## config.mk

```make
export PLATFORM = sky130hd
export DESIGN_NAME = dmem_port_arbiter
export DESIGN_NICKNAME = d
export VERILOG_FILES = /design/src/rtl/dmem_port_arbiter.sv
export SDC_FILE = /design/constraint.sdc
export NUM_CORES = 1
export LEC_CHECK = 0
export BUFFER_PORTS_ARGS = -buffer_cell sky130_fd_sc_hd__buf_2
export CORE_UTILIZATION = 45
export CTS_CLUSTER_SIZE = 24
export DETAILED_ROUTE_END_ITERATION = 16
export PLACE_DENSITY_LB_ADDON = 0.08
export RECOVER_POWER = 100
export SLEW_MARGIN = 30
export SYNTH_ARGS = -nofsm -noshare
export SYNTH_HDL_FRONTEND = slang
export SYNTH_SLANG_ARGS = --single-unit
```

## constraint.sdc

```tcl
create_clock -name clk -period 2.9 [get_ports clk]
set_clock_uncertainty 0.2 [all_clocks]
set_input_delay 0.435 -clock clk [delete_from_list [all_inputs] [get_ports clk]]
set_output_delay 0.435 -clock clk [all_outputs]
set_load 0.05 [all_outputs]
```

## src/rtl/dmem_port_arbiter.sv

```systemverilog
// ---------------------------------------------------------------------------
// dmem_port_arbiter
//
// Purpose:
//   Shares a single-port data memory between the pipeline MEM stage (port P)
//   and a DMA/loader engine (port D). The pipeline normally wins. D is
//   force-granted once it has lost MAX_WAIT consecutive cycles, and it may
//   then keep the port for a burst of up to MAX_BURST beats. Read data goes
//   back to whichever port owned the read, one cycle after the grant.
//
// Ports:
//   clk, rst                   clock and synchronous active-high reset
//   pipe_addr/wdata/rd/wr      P request (rd and wr together means write only)
//   pipe_stall                 P requesting but not granted (combinational)
//   pipe_rdata/pipe_rvalid     P read return, registered
//   dma_addr/wdata/rd/wr/last  D request; last marks the final burst beat
//   dma_gnt                    D beat accepted this cycle (combinational)
//   dma_rdata/dma_rvalid       D read return, registered
//   mem_addr/wdata/read/write  muxed memory request from the granted port
//   mem_rdata                  memory read data, valid in the mem_read cycle
//   conflict_cnt               saturating count of cycles where both ports request
// ---------------------------------------------------------------------------
module dmem_port_arbiter #(
    parameter int ADDR_W    = 8,
    parameter int DATA_W    = 8,
    parameter int MAX_WAIT  = 4,
    parameter int MAX_BURST = 8
) (
    input  logic              clk,
    input  logic              rst,
    input  logic [ADDR_W-1:0] pipe_addr,
    input  logic [DATA_W-1:0] pipe_wdata,
    input  logic              pipe_rd,
    input  logic              pipe_wr,
    output logic              pipe_stall,
    output logic [DATA_W-1:0] pipe_rdata,
    output logic              pipe_rvalid,
    input  logic [ADDR_W-1:0] dma_addr,
    input  logic [DATA_W-1:0] dma_wdata,
    input  logic              dma_rd,
    input  logic              dma_wr,
    input  logic              dma_last,
    output logic              dma_gnt,
    output logic [DATA_W-1:0] dma_rdata,
    output logic              dma_rvalid,
    output logic [ADDR_W-1:0] mem_addr,
    output logic [DATA_W-1:0] mem_wdata,
    output logic              mem_read,
    output logic              mem_write,
    input  logic [DATA_W-1:0] mem_rdata,
    output logic [15:0]       conflict_cnt
);

    localparam int WAIT_W  = $clog2(MAX_WAIT + 1);
    localparam int BURST_W = $clog2(MAX_BURST + 1);

    localparam logic [WAIT_W-1:0]  WAIT_LIMIT = WAIT_W'(MAX_WAIT);
    localparam logic [BURST_W-1:0] BURST_END  = BURST_W'(MAX_BURST - 1);

    localparam logic S_PIPE = 1'b0;
    localparam logic S_DMA  = 1'b1;

    logic               state_q, state_d;
    logic [WAIT_W-1:0]  wait_cnt_q, wait_cnt_d;
    logic [BURST_W-1:0] burst_cnt_q, burst_cnt_d;
    logic [15:0]        conflict_q, conflict_d;
    logic               pipe_rvalid_q, pipe_rvalid_d;
    logic               dma_rvalid_q, dma_rvalid_d;
    logic [DATA_W-1:0]  pipe_rdata_q, pipe_rdata_d;
    logic [DATA_W-1:0]  dma_rdata_q, dma_rdata_d;

    logic pipe_req, dma_req;
    logic pipe_grant, dma_grant;

    assign pipe_req = pipe_rd | pipe_wr;
    assign dma_req  = dma_rd | dma_wr;

    // Grant and state transitions. In S_PIPE the pipeline wins unless D has
    // already waited MAX_WAIT cycles; a non-final D beat there opens a burst.
    // In S_DMA, D keeps the port as long as it keeps requesting, until the
    // last beat or the burst length limit; an idle D hands the port straight
    // back so the pipeline is never left waiting on an empty burst.
    always_comb begin
        pipe_grant  = 1'b0;
        dma_grant   = 1'b0;
        state_d     = state_q;
        burst_cnt_d = burst_cnt_q;
        case (state_q)
            S_PIPE: begin
                if (dma_req && (!pipe_req || wait_cnt_q == WAIT_LIMIT)) begin
                    dma_grant = 1'b1;
                    if (!dma_last && (MAX_BURST > 1)) begin
                        state_d     = S_DMA;
                        burst_cnt_d = BURST_W'(1);
                    end
                end else if (pipe_req) begin
                    pipe_grant = 1'b1;
                end
            end
            S_DMA: begin
                if (dma_req) begin
                    dma_grant = 1'b1;
                    if (dma_last || burst_cnt_q == BURST_END) begin
                        state_d     = S_PIPE;
                        burst_cnt_d = '0;
                    end else begin
                        burst_cnt_d = burst_cnt_q + BURST_W'(1);
                    end
                end else begin
                    pipe_grant  = pipe_req;
                    state_d     = S_PIPE;
                    burst_cnt_d = '0;
                end
            end
            default: begin
                state_d     = S_PIPE;
                burst_cnt_d = '0;
            end
        endcase
    end

    // Starvation counter: counts consecutive lost D cycles and saturates at
    // the force-grant threshold; any grant or idle cycle starts it over.
    always_comb begin
        wait_cnt_d = '0;
        if (dma_req && !dma_grant) begin
            wait_cnt_d = (wait_cnt_q == WAIT_LIMIT) ? wait_cnt_q
                                                    : wait_cnt_q + WAIT_W'(1);
        end
    end

    // Memory request mux. With no owner everything is driven to zero so the
    // memory never sees a stale address or strobe. A write wins over a
    // simultaneous read from the same port.
    always_comb begin
        mem_addr  = '0;
        mem_wdata = '0;
        mem_read  = 1'b0;
        mem_write = 1'b0;
        if (pipe_grant) begin
            mem_addr  = pipe_addr;
            mem_wdata = pipe_wdata;
            mem_read  = pipe_rd & ~pipe_wr;
            mem_write = pipe_wr;
        end else if (dma_grant) begin
            mem_addr  = dma_addr;
            mem_wdata = dma_wdata;
            mem_read  = dma_rd & ~dma_wr;
            mem_write = dma_wr;
        end
    end

    // Read return and conflict statistics. Read data is captured only for
    // the port that owned a read this cycle; otherwise the data holds.
    always_comb begin
        pipe_rvalid_d = pipe_grant & pipe_rd & ~pipe_wr;
        dma_rvalid_d  = dma_grant & dma_rd & ~dma_wr;
        pipe_rdata_d  = pipe_rvalid_d ? mem_rdata : pipe_rdata_q;
        dma_rdata_d   = dma_rvalid_d ? mem_rdata : dma_rdata_q;
        conflict_d    = conflict_q;
        if (pipe_req && dma_req && conflict_q != 16'hFFFF) begin
            conflict_d = conflict_q + 16'd1;
        end
    end

    // State registers. Reset abandons any burst in progress and drops a read
    // return that would otherwise appear in the following cycle.
    always_ff @(posedge clk) begin
        if (rst) begin
            state_q       <= S_PIPE;
            wait_cnt_q    <= '0;
            burst_cnt_q   <= '0;
            conflict_q    <= '0;
            pipe_rvalid_q <= 1'b0;
            dma_rvalid_q  <= 1'b0;
            pipe_rdata_q  <= '0;
            dma_rdata_q   <= '0;
        end else begin
            state_q       <= state_d;
            wait_cnt_q    <= wait_cnt_d;
            burst_cnt_q   <= burst_cnt_d;
            conflict_q    <= conflict_d;
            pipe_rvalid_q <= pipe_rvalid_d;
            dma_rvalid_q  <= dma_rvalid_d;
            pipe_rdata_q  <= pipe_rdata_d;
            dma_rdata_q   <= dma_rdata_d;
        end
    end

    assign pipe_stall   = pipe_req & ~pipe_grant;
    assign dma_gnt      = dma_grant;
    assign pipe_rdata   = pipe_rdata_q;
    assign pipe_rvalid  = pipe_rvalid_q;
    assign dma_rdata    = dma_rdata_q;
    assign dma_rvalid   = dma_rvalid_q;
    assign conflict_cnt = conflict_q;

endmodule
```

==> results of run 1 <==
==> layout make-up <==
type / count / area share (%)
flip-flops and latches: 42 / 29.9
repair buffers: 105 / 17.5
clock inverters: 3 / 1.42
clock buffers: 5 / 2.45
multi-input cells: 180 / 44.7
inverters: 8 / 1.07
well taps: 67 / 2.98
==> synth_stat cells (2+ instances only) <==
| master | count | area (um2) |
|---|---|---|
| nand3b_1 | 9 | 67.6 |
| inv_1 | 8 | 30.0 |
| nor4_1 | 8 | 50.1 |
| o21ba_2 | 2 | 20.0 |
| nand4_1 | 3 | 18.8 |
| a31oi_1 | 3 | 18.8 |
| nand2_1 | 9 | 33.8 |
| clkbuf_2 | 2 | 10.0 |
| or3_1 | 2 | 12.5 |
| or4_2 | 2 | 17.5 |
| o21ai_0 | 10 | 50.1 |
| o211ai_1 | 2 | 15.0 |
| ha_1 | 4 | 50.1 |
| nand3_1 | 7 | 35.0 |
| o31ai_1 | 4 | 30.0 |
| nor2_1 | 16 | 60.1 |
| nand2b_1 | 20 | 125 |
| buf_2 | 4 | 20.0 |
| mux2i_1 | 10 | 100 |
| clkbuf_1 | 7 | 26.3 |
| or4_1 | 5 | 37.5 |
| o22a_1 | 3 | 26.3 |
| o41ai_1 | 2 | 17.5 |
| dfxtp_1 | 42 | 841 |
| mux2_2 | 6 | 67.6 |
| buf_6 | 2 | 22.5 |
| a211oi_1 | 3 | 22.5 |
| a22o_1 | 17 | 149 |
| nor2b_1 | 5 | 31.3 |
| a21oi_1 | 11 | 55.1 |
==> worst paths after layout <==
kind | startpoint | end | slack [ns] | depth (start not counted)
hold / removal | mem_rdata[5] | pipe_rdata[5] | 0.22 | 3
setup reg to reg | wait_cnt_q[1] | pipe_rdata[2] | 0.49 | 8
setup / recovery | wait_cnt_q[1] | mem_read | 0.06 | 8
hold reg to reg | pipe_rdata[0] | pipe_rdata[0] | 0.27 | 2
==> state kept, by name (all words and copies together) (netlist names) <==
| signal | cells |
|---|---|
| conflict_cnt | 16 |
| wait_cnt_q | 3 |
| dma_rvalid | 1 |
| dma_rdata | 8 |
| pipe_rvalid | 1 |
| state_q | 1 |
| burst_cnt_q | 4 |
| pipe_rdata | 8 |
==> per-stage QoR <==
stage	total power, mW	instances	hold WS (ns)	worst slack [ns]
after CTS	1.41	410	0.216	0.00789
final	1.39	410	0.223	0.0631
after floorplan	0.869	247	0.261	0.211
after global routing	1.45	410	0.223	-0.0880
after detailed placement	0.954	402	0.263	0.107
after global placement	0.950	402	0.257	0.160
==> kinds of logic after synthesis <==
family	count (synthesis)	share of synthesized area, %
AOI/OAI and AO/OA	64	21.1
xor gates and xnor gates	1	0.392
adders and majority gates	4	2.24
buffers and inverters	25	5.60
DFF	42	37.6
muxes	16	7.50
and+or+nand+nor	95	25.5
==> per-layer routing <==
metal / track usage [%] / part of all wire [%] / vias to the layer above / wire length, um
li1: - / - / 1114 / -
met1: 28.0 / 48 / 1007 / 2620
met2: 32.1 / 46 / 53 / 2490
met3: 5.42 / 4.7 / 5 / 257
met4: 6.75 / 1.1 / 0 / 57
met5: 0 / 0 / - / 0
==> layout by cell type, fill, tap and decap left out, types with 10 or more instances in the layout <==
master and instances:
dfxtp_1 41, mux2i_1 10, o21ai_0 10, nand2b_1 20, buf_2 62, a22o_1 17, a21oi_1 11, clkbuf_1 38
nor2_1 15
==> where the power goes <==
part	switching, mW	total [mW]	internal, mW
Combinational	0.232	0.332	0.0995
Sequential	0.0134	0.606	0.593
Clock	0.201	0.454	0.253
Total	0.446	1.39	0.946
==> worst register-to-register path, delay by kind of cell, from the launching register on <==
kind / cells / cell delay [ns]
multiplexers: 1 / 0.27
buffers and inverters: 3 / 0.79
adder cells (fa/ha/maj): 1 / 0.19
flip-flops: 1 / 0.37
AND/OR/NAND/NOR: 1 / 0.19
AO/OA/AOI/OAI: 2 / 0.33
==> what timing repair did <==
| action | in CTS | in global routing |
|---|---|---|
| cloned | 0 | 0 |
| endpoints found under the setup margin | 17 | 17 |
| hold endpoints to repair | 0 | 0 |
| resized for setup | 2 | 2 |
==> impl_metrics.csv, run 1 <==
group,metric,value,unit
run_status,status,"finished, final reports clean",
sta,layout_min_cycle_time,2.84,ns
setup_path,cp_cell_sequence,"inv_1, ha_1, o2bb2ai_1, o22a_1, buf_4, or3b_2, nand2_1, buf_6",
job,maxCapViolCount,0,
sta,drv_slew,0,
sta,post-route-period-util,97.8,%
placement,place_area,2760,um2
cts,clkTransAtPathRegs,0.08,ns
setup_path,critPathArrivalTime,2.20,ns
cts,cts_buffers,5,
cells_and_area,design_area,2810,um2
routing,vias,2179,
sta,setup_violations,0,
synthesis,synth_edf_count,0,
cells_and_area,syn2layout_area_growth,25.9,%
synthesis,synthArstFlopShare,0,%
routing,drt_pre_antenna_iters,4,
sta,tightest_slew,0.829,ns
cells_and_area,fillCellCount,472,
placement,finalWeightedCongestion,0.761,
cts,cts.sinks,42,
cts,htreeDepth,2,
cts,cts_tree,"yes",
floorplanning,dieArea,5250,um2
cells_and_area,fin_nets,393,
setup_path,critPathMaxStageDelay,0.48,ns
setup_path,path_delay_family,"simple AND/OR/NAND/NOR gates",
floorplanning,rows,25,
placement,io_buffers,100,
sta,slew_headroom,44.8,%
hold_path,hold_class,"in2reg",
floorplanning,io_pins,101,
global_route,grt_util_all_layers,20.7,%
setup_path,cp_max_fo,19,
routing,viasPerCell,5.31,
power,ir_drop,320,uV
synthesis,yosysSeqAreaShare,37.6,%
cells_and_area,fin_util,59.2,%
cells_and_area,multi_input_area,1260,um2
global_route,antenna_found_initial,0,
setup_path,start_kind,"flip-flop",
sta,rsz0062_at_grt,"true",
routing,route.detailed.drc,0,
global_route,grt_pass1_vias,1880,
routing,ant_nets,0,
routing,avgRoutedWirePerCell,13.2,um
floorplanning,die_y,72.5,um
floorplanning,start_util,47.0,%
global_route,grt_pass1_wl,8.54,mm
cts,cts_setup_buffers,0,
sta,hold_viol_final,0,
routing,routed_wl,5.42,mm
synthesis,avgSynthCellArea,9.05,um2
global_route,grt_max_degree,59,
cells_and_area,antenna_cells,0,
power,leakagePower,1.11,nW
sta,setup_tns,0,ns
synthesis,synthFlopType,"dfxtp_1",
cells_and_area,drive_gt1_share,25.9,%
cells_and_area,regArea,842,um2
cts,clockRootBuffer,"clkbuf_8",
global_route,grt_overflow,0,
setup_path,required,2.27,ns
cts,hold_buffers,0,
synthesis,netlist_instances,247,
synthesis,netlist_area,2230,um2
synthesis,synth_warnings,0,
setup_path,critPathKind,"reg2out",
placement,dp_hpwl,4.03,mm
sta,max_freq,0.352,GHz
floorplanning,die_x,72.5,um
setup_path,slowest_stage,"or3b_2",
setup_path,cp-end-kind,"output port",
floorplanning,core,4750,um2
cts,clockBufferDepth,2,
setup_path,worstPathBufferInverterCount,3,
routing,drt_iter0_drc,109,
synthesis,synth_nets,298,
cts,clk_latency,0.29,ns
synthesis,synth_seq_cells,42,
power,p_per_area,495,nW/um2
synthesis,ys_types,49,
No activity file was read; power rests on OpenSTA's default activity.
==> run 2, diff against run 1 <==
REMOVE_ABC_BUFFERS = 1   (was default)
==> impl_metrics.csv, run 2 (synthesis results as in run 1) <==
group,metric,value,unit
setup_path,reg2reg_from,"wait_cnt_q[0]",
global_route,grtUsageMet2,32.6,%
sta,setup_violations,0,
setup_path,start_kind,"flip-flop",
cells_and_area,drive_gt1_share,26.1,%
cts,htreeDepth,2,
cells_and_area,mostFrequentLayoutCell,"buf_2",
setup_path,regToRegSetupSlack,0.50,ns
cts,clk_latency,0.29,ns
global_route,grt_overflow,0,
global_route,grtUsageMet1,21.6,%
global_route,grt_busiest_layer,"met2",
setup_path,path_delay_family,"simple AND/OR/NAND/NOR gates",
cts,cts.sinks,42,
routing,avgRoutedWirePerCell,12.2,um
cts,clockRootBuffer,"clkbuf_8",
global_route,antenna_found_initial,0,
routing,vias,2159,
setup_path,slowest_stage,"or3b_2",
floorplanning,start_util,47.0,%
hold_path,hold_depth,3,
setup_path,setup.worst_path.start,"wait_cnt_q[0]",
cts,cts_buffers,5,
setup_path,critPathArrivalTime,2.11,ns
hold_path,worstHoldStart,"mem_rdata[1]",
cells_and_area,fin_nets,395,
routing,ant_nets,0,
floorplanning,core,4750,um2
setup_path,critPathKind,"reg2out",
floorplanning,io_pins,101,
global_route,grt_util_all_layers,18.5,%
floorplanning,rows,25,
setup_path,crit_top_cell,"buf_6",
placement,io_buffers,100,
sta,tightest_slew,0.847,ns
global_route,grt_pass1_vias,1751,
cells_and_area,syn2layout_area_growth,27.3,%
hold_path,hold_class,"in2reg",
cells_and_area,final_cell_mix,"45 x buf_2, 40 x dfxtp_1, 40 x clkbuf_1, 20 x nand2b_1, 18 x clkbuf_2",
floorplanning,die_x,72.5,um
floorplanning,dieArea,5250,um2
cells_and_area,fillCellCount,486,
global_route,grt_pass1_wl,7.74,mm
routing,route.detailed.drc,0,
global_route,use_met3,5.14,%
setup_path,critPathMaxStageDelay,0.44,ns
setup_path,cp_max_fo,5,
sta,slew_headroom,43.6,%
cts,cts_tree,"yes",
cts,clockBufferDepth,2,
power,leakagePower,1.13,nW
setup_path,rr_worst_depth,9,
setup_path,cp_cell_sequence,"inv_1, ha_1, o2bb2ai_1, o22a_1, buf_6, or3b_2, nand2_1, buf_6",
routing,drt_iter0_drc,87,
routing,viasPerCell,5.24,
job,maxCapViolCount,0,
power,ir_drop,271,uV
global_route,grt_max_degree,59,
setup_path,worstPathBufferInverterCount,3,
run_status,status,"finished, final reports clean",
sta,layout_min_cycle_time,2.74,ns
sta,setup_tns,0,ns
hold_path,holdPathEnd,"pipe_rdata[1]",
sta,rsz0062_at_grt,"false",
setup_path,cp-end-kind,"output port",
routing,drt_pre_antenna_iters,4,
sta,fin_hold_ws,0.218,ns
cts,clkTransAtPathRegs,0.08,ns
sta,max_freq,0.364,GHz
sta,post-route-period-util,94.6,%
setup_path,rr_endpoint,"pipe_rdata[5]",
cells_and_area,largest_reg_flops,16,
power,p_per_area,490,nW/um2
placement,dp_hpwl,3.56,mm
sta,drv_slew,0,
sta,hold_viol_final,0,
floorplanning,die_y,72.5,um
placement,finalWeightedCongestion,0.747,
routing,routed_wl,5.04,mm
cells_and_area,antenna_cells,0,
setup_path,required,2.27,ns
[run 2: worst register-to-register path: stages, from the launching register on]
cell	delay [ns]
dfxtp_2	0.35
inv_1	0.04
ha_1	0.21
o2bb2ai_1	0.14
o22a_1	0.23
buf_6	0.15
clkbuf_4	0.12
nor3b_1	0.16
clkbuf_1	0.48
mux2i_1	0.25
[run 2: timing repair]
action | CTS | global route
hold buffers | 0 | 0
setup endpoints to repair | 17 | 17
gates resized for setup | 2 | 5
setup buffers | 0 | 3
[run 2: power by group]
group | internal [mW] | total [mW] | switching (mW)
Clock | 0.257 | 0.455 | 0.198
Combinational | 0.102 | 0.332 | 0.230
Sequential | 0.593 | 0.606 | 0.0126
Total | 0.952 | 1.39 | 0.441
[run 2: final cells by class]
| cell class | instances | area, um2 | area share [%] |
|---|---|---|---|
| clock buffer | 6 | 72.6 | 2.55 |
| clock inverter | 2 | 37.5 | 1.32 |
| inverter | 8 | 30.0 | 1.06 |
| multi-input combinational | 180 | 1270 | 44.7 |
| sequential | 42 | 843 | 29.7 |
| tap | 67 | 83.8 | 2.95 |
| timing repair buffer | 107 | 507 | 17.8 |
[run 2: per-stage QoR]
step | instance area (um2) | std cells | setup WS, ns | util, % | power (mW)
3_5_place_dp | 2750 | 401 | 0.0955 | 57.9 | 0.950
2_1_floorplan | 2140 | 230 | -0.262 | - | 0.850
4_1_cts | 2870 | 409 | 0.0276 | 60.3 | 1.41
6_report | 2840 | 412 | 0.155 | 59.8 | 1.39
5_1_grt | 2840 | 412 | 0.0327 | 59.8 | 1.46
3_3_place_gp | 2750 | 401 | 0.157 | 57.9 | 0.947
[run 2: worst max-delay path by stage]
stage,cells past startpoint,slack (ns),endpoint
after global routing,8,0.03,mem_read
after CTS,7,0.03,mem_addr[1]
after detailed placement,7,0.1,mem_addr[1]
after floorplan,6,-0.26,mem_addr[0]
final,8,0.16,mem_read
after global placement,7,0.16,mem_wdata[4]
[run 2: routing by layer]
metal / share of wire (%) / wire [um] / vias up
li1: - / - / 1109
met1: 46 / 2320 / 987
met2: 48 / 2400 / 58
met3: 5.6 / 282 / 5
met4: 0.83 / 42 / 0
met5: 0 / 0 / -
==> run 3, diff against run 2 <==
ABC_AREA = 1   (was default)
==> impl_metrics.csv, run 3 <==
group,metric,value,unit
run_status,status,"finished, final reports clean",
cells_and_area,mostFrequentLayoutCell,"nand2_1",
placement,finalWeightedCongestion,0.813,
placement,io_buffers,100,
power,leakagePower,1.30,nW
synthesis,netlist_area,2320,um2
global_route,antenna_found_initial,0,
routing,route.detailed.drc,0,
setup_path,path_delay_family,"simple AND/OR/NAND/NOR gates",
sta,slew_headroom,33.0,%
floorplanning,io_pins,101,
cts,clockBufferDepth,2,
floorplanning,rows,25,
setup_path,critPathKind,"reg2out",
floorplanning,die_y,73.9,um
setup_path,crit_top_cell,"nand2_1",
synthesis,avgSynthCellArea,6.66,um2
global_route,grt_pass1_vias,2207,
cells_and_area,antenna_cells,0,
synthesis,post-synth-top-count-cell,"nand2_1",
power,power.total,1.35,mW
floorplanning,start_util,47.9,%
sta,rsz0062_at_grt,"false",
cells_and_area,final_cell_mix,"111 x nand2_1, 52 x buf_2, 45 x nor2_1, 42 x dfxtp_1, 39 x nand3_1",
synthesis,synth_top_area_cell,"dfxtp_1",
routing,drt_pre_antenna_iters,4,
cts,clk_latency,0.29,ns
synthesis,netlist_instances,349,
routing,ant_nets,0,
floorplanning,die_x,73.9,um
synthesis,synthArstFlopShare,0,%
synthesis,synth_seq_cells,42,
routing,avgRoutedWirePerCell,11.4,um
synthesis,synthFlopType,"dfxtp_1",
setup_path,worstPathBufferInverterCount,2,
setup_path,slowest_stage,"dfxtp_1",
sta,setup_tns,0,ns
setup_path,start_kind,"flip-flop",
job,maxCapViolCount,0,
sta,tightest_slew,1.00,ns
power,p_per_area,467,nW/um2
sta,post-route-period-util,93.0,%
setup_path,critPathMaxStageDelay,0.37,ns
cts,clkTransAtPathRegs,0.08,ns
cts,cts.sinks,42,
power,ir_drop,309,uV
cells_and_area,fin_util,59.5,%
cells_and_area,multi_input_area,1280,um2
cells_and_area,fillCellCount,518,
sta,hold_viol_final,0,
cts,hold_buffers,0,
synthesis,yosysSeqAreaShare,36.2,%
sta,fin_hold_ws,0.204,ns
routing,drt_iter0_drc,100,
cts,cts_tree,"yes",
sta,setup_violations,0,
cells_and_area,largest_reg_flops,16,
global_route,grt_max_degree,28,
synthesis,synth_edf_count,0,
cells_and_area,drive_gt1_share,22.2,%
cells_and_area,fin_nets,500,
cells_and_area,regArea,841,um2
sta,drv_slew,0,
synthesis,ys_top_cells_by_count,"110 x nand2_1, 42 x dfxtp_1, 42 x nor2_1",
placement,dp_hpwl,4.55,mm
routing,routed_wl,5.90,mm
hold_path,hold_class,"in2reg",
cts,htreeDepth,2,
global_route,grt_pass1_wl,9.56,mm
floorplanning,dieArea,5460,um2
cells_and_area,syn2layout_area_growth,24.1,%
sta,layout_min_cycle_time,2.70,ns
routing,vias,2536,
cts,cts_setup_buffers,0,
global_route,grt_overflow,0,
setup_path,required,2.27,ns
floorplanning,core,4850,um2
cts,clockRootBuffer,"clkbuf_8",
setup_path,critPathArrivalTime,2.06,ns
cts,cts_buffers,5,
setup_path,cp_max_fo,27,
synthesis,synth.top_cells.by_area,"dfxtp_1 36%, nand2_1 18%, nand3_1 8.4%",
synthesis,synth_top_area_share,36.2,%
global_route,grt_util_all_layers,23.0,%
synthesis,ys_types,28,
routing,viasPerCell,4.91,
setup_path,cp_cell_sequence,"inv_1, ha_1, nand2_1, nand3_2, nand2_4, nand2_2, nand2_1, clkbuf_2",
setup_path,cp-end-kind,"output port",
sta,max_freq,0.371,GHz
synthesis,synth_warnings,0,
cts,cts_resized,0,
[run 3: cell types whose count changed in the layout (fill, tap and decap cells not counted), moves of 9 or more]
cell | previous run | this run
nand3_1 | 7 | 39
nand2b_1 | 20 | 0
a22o_1 | 17 | 0
nand3b_1 | 9 | 0
a21oi_1 | 11 | 20
nand2_1 | 9 | 111
mux2i_1 | 10 | 0
inv_1 | 8 | 26
nor2_1 | 15 | 45
[run 3: per-stage QoR]
step	worst slack, ns	cell area (um2)	cells
after floorplan	0.300	2260	339
after global placement	0.457	2870	509
after detailed placement	0.398	2870	509
after CTS	0.213	2960	517
after global routing	0.0151	2880	517
final	0.204	2880	517
[run 3: metal layers]
layer | vias up | wire length (um) | track usage [%]
met5 | - | 0 | 0
met4 | 0 | 87 | 8.12
met3 | 7 | 450 | 8.50
met2 | 85 | 2820 | 37.8
met1 | 1132 | 2550 | 27.3
li1 | 1312 | - | -
[run 3: power by group]
group	switching, mW	total (mW)	internal [mW]
registers	0.0146	0.610	0.595
clock network	0.209	0.378	0.169
logic	0.272	0.360	0.0876
[run 3: final timing paths]
kind / from / endpoint / slack, ns / cells past startpoint
min reg2reg: pipe_rdata[0] / pipe_rdata[0] / 0.27 / 2
min: mem_rdata[3] / dma_rdata[3] / 0.20 / 3
max: wait_cnt_q[0] / mem_read / 0.20 / 8
max reg2reg: conflict_cnt[0] / conflict_cnt[15] / 0.59 / 9
[run 3: cell families after synthesis]
group / count (synthesis) / synth area share, %
DFF: 42 / 36.2
buffers and inverters: 39 / 7.53
xor gates and xnor gates: 7 / 2.64
adders and majority gates: 4 / 2.15
AOI/OAI and AO/OA: 42 / 10.9
and+or+nand+nor: 215 / 40.6
[run 3: final cells by class]
type                    instances  area share, %
multi-input cells             268           44.4
flip-flops and latches         42           29.2
repair buffers                103           16.6
inverters                      29           3.77
well taps                      67           2.91
clock buffers                   5           2.39
clock inverters                 3          0.738
[run 3: worst min-delay path: stages]
cell and delay (ns):
buf_2 0.09, o21ai_0 0.07, nor2_1 0.07
